<file path="config.mk">
export PLATFORM = sky130hd
export DESIGN_NAME = aging_priority_arbiter_flat
export DESIGN_NICKNAME = d
export VERILOG_FILES = /design/src/rtl/aging_priority_arbiter_if.sv /design/src/rtl/aging_priority_arbiter.sv /design/src/flat_wrapper.sv
export SDC_FILE = /design/constraint.sdc
export NUM_CORES = 1
export LEC_CHECK = 0
export CAP_MARGIN = 20
export CORE_ASPECT_RATIO = 1.75
export CORE_MARGIN = 2
export CORE_UTILIZATION = 41
export CTS_BUF_LIST = sky130_fd_sc_hd__clkbuf_16
export DETAILED_ROUTE_END_ITERATION = 8
export GPL_TIMING_DRIVEN = 0
export PLACE_DENSITY = 0.83
export SLEW_MARGIN = 20
export SYNTH_ARGS = -nofsm -noshare
export SYNTH_HDL_FRONTEND = slang
export SYNTH_SLANG_ARGS = --single-unit
</file>
<file path="constraint.sdc">
create_clock -name clk_in -period 5.2 [get_ports clk_in]
set_input_delay 0.78 -clock clk_in [delete_from_list [all_inputs] [get_ports clk_in]]
set_output_delay 0.78 -clock clk_in [all_outputs]
set_load 0.01 [all_outputs]
</file>
<file path="src/rtl/aging_priority_arbiter_if.sv">
`default_nettype none
// ============================================================================
// Module   : aging_priority_arbiter_if
// Brief    : Request/grant bundle between requesters, arbiter and consumer.
// Revision : 1.0
// ============================================================================
interface aging_priority_arbiter_if #(
    parameter int NUM_REQUESTS                 = 3,
    parameter int SINGLE_REQUEST_WIDTH_IN_BITS = 64
);
    localparam int c_SRC_WIDTH = $clog2(NUM_REQUESTS);

    logic [NUM_REQUESTS*SINGLE_REQUEST_WIDTH_IN_BITS-1:0] request_packed_in;
    logic [NUM_REQUESTS-1:0]                              request_valid_packed_in;
    logic [NUM_REQUESTS-1:0]                              request_critical_packed_in;
    logic [NUM_REQUESTS-1:0]                              issue_ack_out;
    logic [SINGLE_REQUEST_WIDTH_IN_BITS-1:0]              request_out;
    logic                                                 request_valid_out;
    logic [c_SRC_WIDTH-1:0]                               request_source_out;
    logic                                                 issue_ack_in;

    // Environment side: requesters plus the downstream consumer.
    modport master (
        output request_packed_in,
        output request_valid_packed_in,
        output request_critical_packed_in,
        output issue_ack_in,
        input  issue_ack_out,
        input  request_out,
        input  request_valid_out,
        input  request_source_out
    );

    // Arbiter side.
    modport slave (
        input  request_packed_in,
        input  request_valid_packed_in,
        input  request_critical_packed_in,
        input  issue_ack_in,
        output issue_ack_out,
        output request_out,
        output request_valid_out,
        output request_source_out
    );
endinterface
`default_nettype wire

</file>
<file path="src/rtl/aging_priority_arbiter.sv">
`default_nettype none
// ============================================================================
// Module   : aging_priority_arbiter
// Brief    : Aged > critical > round-robin arbiter feeding a one-entry stage.
// Revision : 1.0
// ============================================================================
module aging_priority_arbiter #(
    parameter int NUM_REQUESTS                 = 3,
    parameter int SINGLE_REQUEST_WIDTH_IN_BITS = 64,
    parameter int AGE_THRESHOLD                = 4
) (
    input  logic                    clk_in,
    input  logic                    reset_in,
    aging_priority_arbiter_if.slave bus
);
    localparam int c_SRC_WIDTH = $clog2(NUM_REQUESTS);
    localparam int c_AGE_WIDTH = $clog2(AGE_THRESHOLD + 1);
    localparam int c_W         = SINGLE_REQUEST_WIDTH_IN_BITS;

    localparam logic [c_AGE_WIDTH-1:0] c_AGE_MAX  = c_AGE_WIDTH'(AGE_THRESHOLD);
    localparam logic [c_SRC_WIDTH-1:0] c_LAST_IDX = c_SRC_WIDTH'(NUM_REQUESTS - 1);
    localparam logic [c_SRC_WIDTH:0]   c_NUM_EXT  = (c_SRC_WIDTH + 1)'(NUM_REQUESTS);

    localparam logic [0:0] c_ST_EMPTY = 1'b0;
    localparam logic [0:0] c_ST_FULL  = 1'b1;

    logic [0:0]             r_state;
    logic [0:0]             w_state_next;
    logic [c_W-1:0]         r_request;
    logic [c_SRC_WIDTH-1:0] r_source;
    logic [c_SRC_WIDTH-1:0] r_rr_ptr;
    logic [c_AGE_WIDTH-1:0] r_age [NUM_REQUESTS];

    logic [NUM_REQUESTS-1:0]   w_aged;
    logic [NUM_REQUESTS-1:0]   w_crit;
    logic [NUM_REQUESTS-1:0]   w_norm;
    logic [c_W-1:0]            w_payload [NUM_REQUESTS];
    logic [2*NUM_REQUESTS-1:0] w_norm_dbl;
    logic [NUM_REQUESTS-1:0]   w_norm_rot;
    logic [c_SRC_WIDTH-1:0]    w_aged_idx;
    logic [c_SRC_WIDTH-1:0]    w_crit_idx;
    logic [c_SRC_WIDTH-1:0]    w_norm_off;
    logic [c_SRC_WIDTH:0]      w_norm_sum;
    logic [c_SRC_WIDTH-1:0]    w_norm_idx;
    logic [c_SRC_WIDTH-1:0]    w_winner;
    logic [c_SRC_WIDTH-1:0]    w_rr_next;
    logic                      w_norm_grant;
    logic                      w_any_valid;
    logic                      w_load;

    generate
        for (genvar gi = 0; gi < NUM_REQUESTS; gi++) begin : g_tier
            assign w_aged[gi] = bus.request_valid_packed_in[gi] & (r_age[gi] == c_AGE_MAX);
            assign w_crit[gi] = bus.request_valid_packed_in[gi] & bus.request_critical_packed_in[gi]
                                & ~w_aged[gi];
            assign w_norm[gi] = bus.request_valid_packed_in[gi] & ~bus.request_critical_packed_in[gi]
                                & ~w_aged[gi];
            assign w_payload[gi] = bus.request_packed_in[gi*c_W +: c_W];
        end
    endgenerate

    assign w_any_valid = |bus.request_valid_packed_in;
    assign w_load      = ((r_state == c_ST_EMPTY) || bus.issue_ack_in) && w_any_valid;

    // Rotating the normal vector by rr_ptr turns the wrap-around search into
    // a plain lowest-set-bit search; the offset is added back afterwards.
    assign w_norm_dbl = {w_norm, w_norm} >> r_rr_ptr;
    assign w_norm_rot = w_norm_dbl[NUM_REQUESTS-1:0];
    assign w_norm_sum = {1'b0, r_rr_ptr} + {1'b0, w_norm_off};
    assign w_norm_idx = (w_norm_sum >= c_NUM_EXT) ? c_SRC_WIDTH'(w_norm_sum - c_NUM_EXT)
                                                  : w_norm_sum[c_SRC_WIDTH-1:0];
    assign w_rr_next  = (w_winner == c_LAST_IDX) ? '0 : w_winner + 1'b1;

    always_comb begin
        w_aged_idx = '0;
        w_crit_idx = '0;
        w_norm_off = '0;
        for (int i = NUM_REQUESTS - 1; i >= 0; i--) begin
            if (w_aged[i])     w_aged_idx = c_SRC_WIDTH'(i);
            if (w_crit[i])     w_crit_idx = c_SRC_WIDTH'(i);
            if (w_norm_rot[i]) w_norm_off = c_SRC_WIDTH'(i);
        end
    end

    always_comb begin
        w_winner     = w_norm_idx;
        w_norm_grant = 1'b1;
        if (|w_aged) begin
            w_winner     = w_aged_idx;
            w_norm_grant = 1'b0;
        end else if (|w_crit) begin
            w_winner     = w_crit_idx;
            w_norm_grant = 1'b0;
        end
    end

    // Output-stage FSM: state register.
    always_ff @(posedge clk_in) begin
        if (reset_in) begin
            r_state <= c_ST_EMPTY;
        end else begin
            r_state <= w_state_next;
        end
    end

    // Output-stage FSM: next state.
    always_comb begin
        w_state_next = r_state;
        case (r_state)
            c_ST_EMPTY: if (w_load) w_state_next = c_ST_FULL;
            c_ST_FULL:  if (bus.issue_ack_in && !w_any_valid) w_state_next = c_ST_EMPTY;
            default:    w_state_next = c_ST_EMPTY;
        endcase
    end

    // Output-stage FSM: outputs.
    always_comb begin
        bus.request_valid_out  = (r_state == c_ST_FULL);
        bus.request_out        = r_request;
        bus.request_source_out = r_source;
        bus.issue_ack_out      = '0;
        if (w_load && !reset_in) begin
            bus.issue_ack_out = NUM_REQUESTS'(1) << w_winner;
        end
    end

    always_ff @(posedge clk_in) begin
        if (reset_in) begin
            r_request <= '0;
            r_source  <= '0;
            r_rr_ptr  <= '0;
        end else if (w_load) begin
            r_request <= w_payload[w_winner];
            r_source  <= w_winner;
            if (w_norm_grant) begin
                r_rr_ptr <= w_rr_next;
            end
        end
    end

    // Ages only advance on loads won by someone else, and saturate.
    always_ff @(posedge clk_in) begin
        for (int i = 0; i < NUM_REQUESTS; i++) begin
            if (reset_in) begin
                r_age[i] <= '0;
            end else if (!bus.request_valid_packed_in[i]
                         || (w_load && (w_winner == c_SRC_WIDTH'(i)))) begin
                r_age[i] <= '0;
            end else if (w_load && (r_age[i] != c_AGE_MAX)) begin
                r_age[i] <= r_age[i] + 1'b1;
            end
        end
    end
endmodule
`default_nettype wire

</file>
<file path="src/flat_wrapper.sv">
// flat-port wrapper written by rule: the top's interface ports become plain ports
module aging_priority_arbiter_flat 
#(
    parameter int NUM_REQUESTS                 = 3,
    parameter int SINGLE_REQUEST_WIDTH_IN_BITS = 64,
    parameter int AGE_THRESHOLD                = 4
)
  (clk_in, reset_in, bus_request_packed_in, bus_request_valid_packed_in, bus_request_critical_packed_in, bus_issue_ack_in, bus_issue_ack_out, bus_request_out, bus_request_valid_out, bus_request_source_out);
  aging_priority_arbiter_if #(.NUM_REQUESTS(NUM_REQUESTS), .SINGLE_REQUEST_WIDTH_IN_BITS(SINGLE_REQUEST_WIDTH_IN_BITS)) bus_i ();
  input  logic clk_in;
  input  logic reset_in;
  input wire logic [$bits(bus_i.request_packed_in)-1:0] bus_request_packed_in;
  input wire logic [$bits(bus_i.request_valid_packed_in)-1:0] bus_request_valid_packed_in;
  input wire logic [$bits(bus_i.request_critical_packed_in)-1:0] bus_request_critical_packed_in;
  input wire logic [$bits(bus_i.issue_ack_in)-1:0] bus_issue_ack_in;
  output wire logic [$bits(bus_i.issue_ack_out)-1:0] bus_issue_ack_out;
  output wire logic [$bits(bus_i.request_out)-1:0] bus_request_out;
  output wire logic [$bits(bus_i.request_valid_out)-1:0] bus_request_valid_out;
  output wire logic [$bits(bus_i.request_source_out)-1:0] bus_request_source_out;
  assign bus_i.request_packed_in = bus_request_packed_in;
  assign bus_i.request_valid_packed_in = bus_request_valid_packed_in;
  assign bus_i.request_critical_packed_in = bus_request_critical_packed_in;
  assign bus_i.issue_ack_in = bus_issue_ack_in;
  assign bus_issue_ack_out = bus_i.issue_ack_out;
  assign bus_request_out = bus_i.request_out;
  assign bus_request_valid_out = bus_i.request_valid_out;
  assign bus_request_source_out = bus_i.request_source_out;
  aging_priority_arbiter #(.NUM_REQUESTS(NUM_REQUESTS), .SINGLE_REQUEST_WIDTH_IN_BITS(SINGLE_REQUEST_WIDTH_IN_BITS), .AGE_THRESHOLD(AGE_THRESHOLD)) u_core (.clk_in(clk_in), .reset_in(reset_in), .bus(bus_i));
endmodule
</file>
**Word level (Yosys, flattened, before mapping)**

Memory sizes are Yosys's and may differ from the RTL's.
Cells that the tools add are included.
W data, S select, Z words.

- Logic and storage cells: 126
- Output and inout port bits: 70
- Bits in writable memories: 9
- Bits of input ports: 201
- Bits in registers: 69
- Memories kept: 1

Memories:

| name | depth | bits a word | rd ports | clocked after Yosys merged registers in | wr ports | RTL line | RTL |
|---|---|---|---|---|---|---|---|
| u_core.r_age | 3 | 3 | 3 | 0 | 3 | aging_priority_arbiter.sv:32 | `logic [c_AGE_WIDTH-1:0] r_age [NUM_REQUESTS];` |

- Eq/ne operators: 8
- Add/sub/neg operators: 6
- Reductions and logical operators: 23
- Mux-type cells: 51
- Bitwise operators: 29
- Shift-type cells: 2
- Order comparisons: 2

Operators by type and width:

| cell | count |
|---|---|
| $bmux W64 S2 | 1 |
| $mux W64 | 2 |
| $mux W1 | 27 |
| $mux W2 | 13 |
| $mux W3 | 7 |
| $and A1 B1 Y1 | 15 |
| $add A3 B1 Y3 const B | 3 |
| $eq A3 B3 Y1 const B | 3 |
| $logic_and A1 B1 Y1 | 9 |
| $ne A3 B3 Y1 const B | 3 |
| $reduce_or A3 Y1 | 3 |
| $not A1 Y1 | 7 |
| $or A1 B1 Y1 | 6 |
| $shr A6 B2 Y3 | 1 |
| $logic_not A1 Y1 | 5 |
| $logic_or A1 B1 Y1 | 4 |
| $add A2 B2 Y3 | 1 |
| $ge A3 B2 Y1 const B | 1 |
| $ge A3 B3 Y1 const B | 1 |
| $not A2 Y3 | 1 |
| $shl A1 B2 Y3 const A | 1 |
| $add A2 B1 Y2 const B | 1 |
| $eq A2 B1 Y1 const B | 1 |
| $eq A2 B2 Y1 const B | 1 |
| other kinds (4) | 4 |

**Logic depth before layout (Yosys ltp)**

- Depth in word-level cells: 21
- Gate-level depth with buffers: 20

**Worst setup path after synthesis**

OpenSTA, ideal clock, no wires.

- Path kind: input -> output
- From: input port bus_request_critical_packed_in[2]
- To: output port bus_issue_ack_out[2]
- Arrival: 3.911 ns
- Stages: 16
- Setup slack: 0.509 ns
- Cells stage by stage: nand3b_1 or3b_2 o21ai_0 a21oi_1 o22ai_1 fa_1 ha_1 nor3_1 o32ai_1 a211oi_1 o21a_1 buf_4 buf_4 buf_2 nand2_1 nor3_1

- Longest elaborated chain between the ends: 14
- Elaborated cells between the ends (all ways): 21
- Classes of those cells: add/sub (2); order compare (1); shift (2); mux (10); bitwise (5); reduce/logical (1)

Ends and longest elaborated chain:

| element | RTL line | RTL |
|---|---|---|
| start: declaration | flat_wrapper.sv:14 | `input wire logic [$bits(bus_i.request_critical_packed_in)-1:0] bus_request_critical_packed_in;` |
| $not A1 Y1 | aging_priority_arbiter.sv:56 | `assign w_norm[gi] = bus.request_valid_packed_in[gi] & ~bus.request_critical_packed_in[gi]` |
| $and A1 B1 Y1 | aging_priority_arbiter.sv:56 |  |
| $and A1 B1 Y1 | aging_priority_arbiter.sv:57 | `& ~w_aged[gi];` |
| $shr A6 B2 Y3 | aging_priority_arbiter.sv:67 | `assign w_norm_dbl = {w_norm, w_norm} >> r_rr_ptr;` |
| $mux W2 (3 in series) | aging_priority_arbiter.sv:81 | `if (w_norm_rot[i]) w_norm_off = c_SRC_WIDTH'(i);` |
| $add A2 B2 Y3 | aging_priority_arbiter.sv:69 | `assign w_norm_sum = {1'b0, r_rr_ptr} + {1'b0, w_norm_off};` |
| $ge A3 B2 Y1 / $sub A2 B2 Y2 (equally long branches) | aging_priority_arbiter.sv:70 | `assign w_norm_idx = (w_norm_sum >= c_NUM_EXT) ? c_SRC_WIDTH'(w_norm_sum - c_NUM_EXT)` |
| $mux W2 | aging_priority_arbiter.sv:70 |  |
| $mux W2 * | aging_priority_arbiter.sv:91 | `end else if (\|w_crit) begin` |
| $mux W2 * | aging_priority_arbiter.sv:88 | `if (\|w_aged) begin` |
| $shl A1 B2 Y3 * | aging_priority_arbiter.sv:123 | `bus.issue_ack_out = NUM_REQUESTS'(1) << w_winner;` |
| $mux W3 * | aging_priority_arbiter.sv:122 | `if (w_load && !reset_in) begin` |
| end: declaration | flat_wrapper.sv:16 | `output wire logic [$bits(bus_i.issue_ack_out)-1:0] bus_issue_ack_out;` |

Mark *: on every way between the ends. The rest lies on a longest branch, timed or not.

==> results.md <==
- Crit path time final: 5.08 ns
- Power share of the clock group: 20.5%
- Die area: 13,800 um2
- Final Non-Filler Cells: 1,114
- Worst endpoint data arrival time: 4.30 ns
- Synthesized net count: 859
- H-Tree Depth: 3
- I/O pins: 271
- Gr ovfl total: 0
- CTS tree: done
- Psw: 1160 uW
- Critical path class: reg -> out
- Cell variety after synth: 42
- Vias per inst: 5.78
- Routed length per instance: 19.7 um
- Finished Core Util: 69.2%
- Worst-margin pin slew: 0.909 ns
- I/O Buffers: 270
- Mapped Area: 5270 um2
- Placed Cells: 1,087
- Switch share: 38.8%
- Max-cap violation count: 0
- Final nets: 1,151
- Register bit total from synthesis: 78
- Final slew viol count: 0
- Chip height: 154 um
- Top_reg_cell synth: dfxtp_1
- GP Congestion: 0.916
- Pre-CTS setup slack: -1.11 ns
- Starting Density: 42.2%
- Commonest cells after routing, fill and taps aside: clkdlybuf4s50_1 (261), nand3_1 (134), nor2_1 (78)
- Max Buffers Root-to-Sink: 2
- Share of cells above drive strength 1: 13.4%
- Worst-skew pair later-pin latency: 0.33 ns
- Initial antenna violation count: 0
- Seq/Total Area, Yosys: 31.3%
- Synth-to-Final Area Change: 64.1%
- Final Setup Violations: 0
- Combinational power share: 53.1%
- Required @ worst endpoint: 4.42 ns
- Crit path max fanout: 9
- Post-CTS Hold Buffers: 0
- CTS root buffer: clkbuf_16
- Clk slew on worst S/H paths: 0.06 ns
- Hold crit path type: reg -> reg
- Slew margin rel.: 39.4%
- Largest net degree at the start of global routing: 26
- Async S/R FF share, synth: 0%
- Die span in x: 89.7 um
- Fmax: 197 MHz
- Setup crit start kind: flip-flop
- Number of global-route vias before repair: 6,376
- Design Power: 2990 uW
- Total Wirelength: 22,000 um
- EDFF count, synth: 9
- Outcome: completed
- Pre-Repair DR Iteration Count: 5
- Sequential cell area: 1650 um2
- Via Count: 6,437
- Number of failing hold endpoints at the final stage: 0
- Pwr dens: 346 nW/um2
- Number of diodes: 0
- DR DRC count: 0
- Multi-input logic area: 3310 um2
- Crit path cell chain: inv_2 > ha_4 > nand2_2 > nor3b_4 > or3b_2 > o21ai_0 > a21oi_1 > o22ai_2 > fa_1 > ha_2 > or4b_1 > a32oi_2 > a211oi_1 > clkbuf_8 > nor2_4 > and3_1 > dlygate4sd2_1
- CP max-delay cell: or4b_1
- Leading cell type in the layout, fill and taps excluded: clkdlybuf4s50_1
- Fill count: 1,037
- Post-route ant nets: 0
- Core area: 12,500 um2
- Syn Inst Count: 649
- Sequential share of power: 26.3%
- Clk sinks: 78
- Worst Setup End Kind: output port
- PnR worst setup slack: 0.124 ns
- First-pass GRT wire length: 32,900 um
- CP bufs+invs: 3
- Syn_area_per_cell: 8.12 um2
- Drt initial violations: 422
- Top delay family on crit path: simple AND/OR/NAND/NOR gates
- Global Route Usage Sum: 30.8%
- Final HPWL DP: 16,400 um
- Ys Warns: 0
- Worst setup skew after layout: 0.00584 ns
- Std-Cell Rows: 54
- Num CTS Buffers: 9
- P_leak: 0.00328 uW
- Slowest stage delay, CP: 0.48 ns
- VDD IR max: 0.218 mV
- Internal: 1830 uW
- Final period utilization: 97.6%
[metal layers]
| metal | global-route usage, % | share of wire, % |
|---|---|---|
| met1 | 33.5 | 36 |
| met2 | 54.9 | 53 |
| met3 | 6.12 | 6.4 |
| met4 | 14.4 | 4.5 |
| met5 | 0 | 0 |
[cells by family (layout without fill, tap and decap cells)]
kind of cell | count (synthesis) | in the layout | share of synthesized area (%)
AND/OR/NAND/NOR | 251 | 251 | 22.6
adder cells (fa/ha/maj) | 9 | 9 | 2.28
XOR/XNOR | 3 | 3 | 0.499
AO/OA/AOI/OAI | 225 | 225 | 35.8
buffers and inverters | 83 | 380 | 7.46
flip-flops | 78 | 78 | 31.3
[metrics by stage]
stage	hold slack (ns)	instance area (um2)	setup TNS, ns
finish	0.462	8650	0
global route	0.500	8650	-0.115
CTS	0.459	8580	0
detailed placement	0.451	8180	-10.41
global placement	0.442	8180	-4.86
floorplan	0.481	5270	0
[flip-flops by register name (all words and copies together) (netlist names)]
name,cells
u_core.bus.request_source_out,2
u_core.bus.request_out,64
u_core.bus.request_valid_out,1
u_core.r_age,9
u_core.r_rr_ptr,2
[cell usage after synthesis, types with 2 or more instances]
library cell,n,area share [%]
nand2_1,13,0.93
nor3_1,4,0.38
a311oi_2,50,14
buf_2,17,1.6
nand3_1,134,13
ha_1,8,1.9
a21o_1,65,9.3
and3_1,6,0.71
buf_4,4,0.57
nor2b_1,3,0.36
buf_6,6,1.3
nor2_1,78,5.6
xnor2_1,3,0.50
dfxtp_1,69,26
nand2b_1,3,0.36
clkbuf_1,46,3.3
a311oi_1,15,2.5
o21ai_0,67,6.4
edfxtp_1,9,5.1
inv_1,10,0.71
o21ai_1,3,0.28
a211oi_1,2,0.28
nand3b_1,3,0.43
a21oi_1,13,1.2
[final timing paths]
path | from | end | slack (ns) | cells past startpoint
setup / recovery | u_core.r_age[0][0]$_SDFFCE_PN0P_ | bus_issue_ack_out[1] | 0.12 | 17
hold / removal | u_core.bus.request_source_out[1]$_SDFFE_PP0P_ | u_core.bus.request_source_out[1]$_SDFFE_PP0P_ | 0.46 | 2
setup reg to reg | u_core.r_age[0][0]$_SDFFCE_PN0P_ | u_core.bus.request_out[26]$_SDFFE_PP0P_ | 0.59 | 20
hold reg to reg | u_core.bus.request_source_out[1]$_SDFFE_PP0P_ | u_core.bus.request_source_out[1]$_SDFFE_PP0P_ | 0.46 | 2
[area by class of cell]
type                    count  area share, %
flip-flops and latches     78           19.1
well taps                 168           2.43
multi-input cells         488           38.3
clock buffers              10           2.89
clock inverters             6          0.420
repair buffers            285           32.3
inverters                  10          0.434
plain buffers              69           4.20
[repair_timing]
action	4_1_cts	5_1_grt
pin swaps	6	5
resized for setup	27	19
setup buffers	10	5
setup endpoints to repair	3	3
[worst min-delay path, cell delays in order (launching register included)]
cell and delay (ns):
dfxtp_1 0.31, nand2_1 0.05, a21oi_1 0.05
[power by group through the flow]
stage / clock network (uW) / registers [uW] / logic, uW
2_1_floorplan: 0 / 832 / 845
3_3_place_gp: 0 / 793 / 1480
3_5_place_dp: 0 / 797 / 1500
4_1_cts: 615 / 784 / 1550
5_1_grt: 638 / 798 / 1700
6_report: 614 / 788 / 1590
Power figures use the tool's default switching activity.
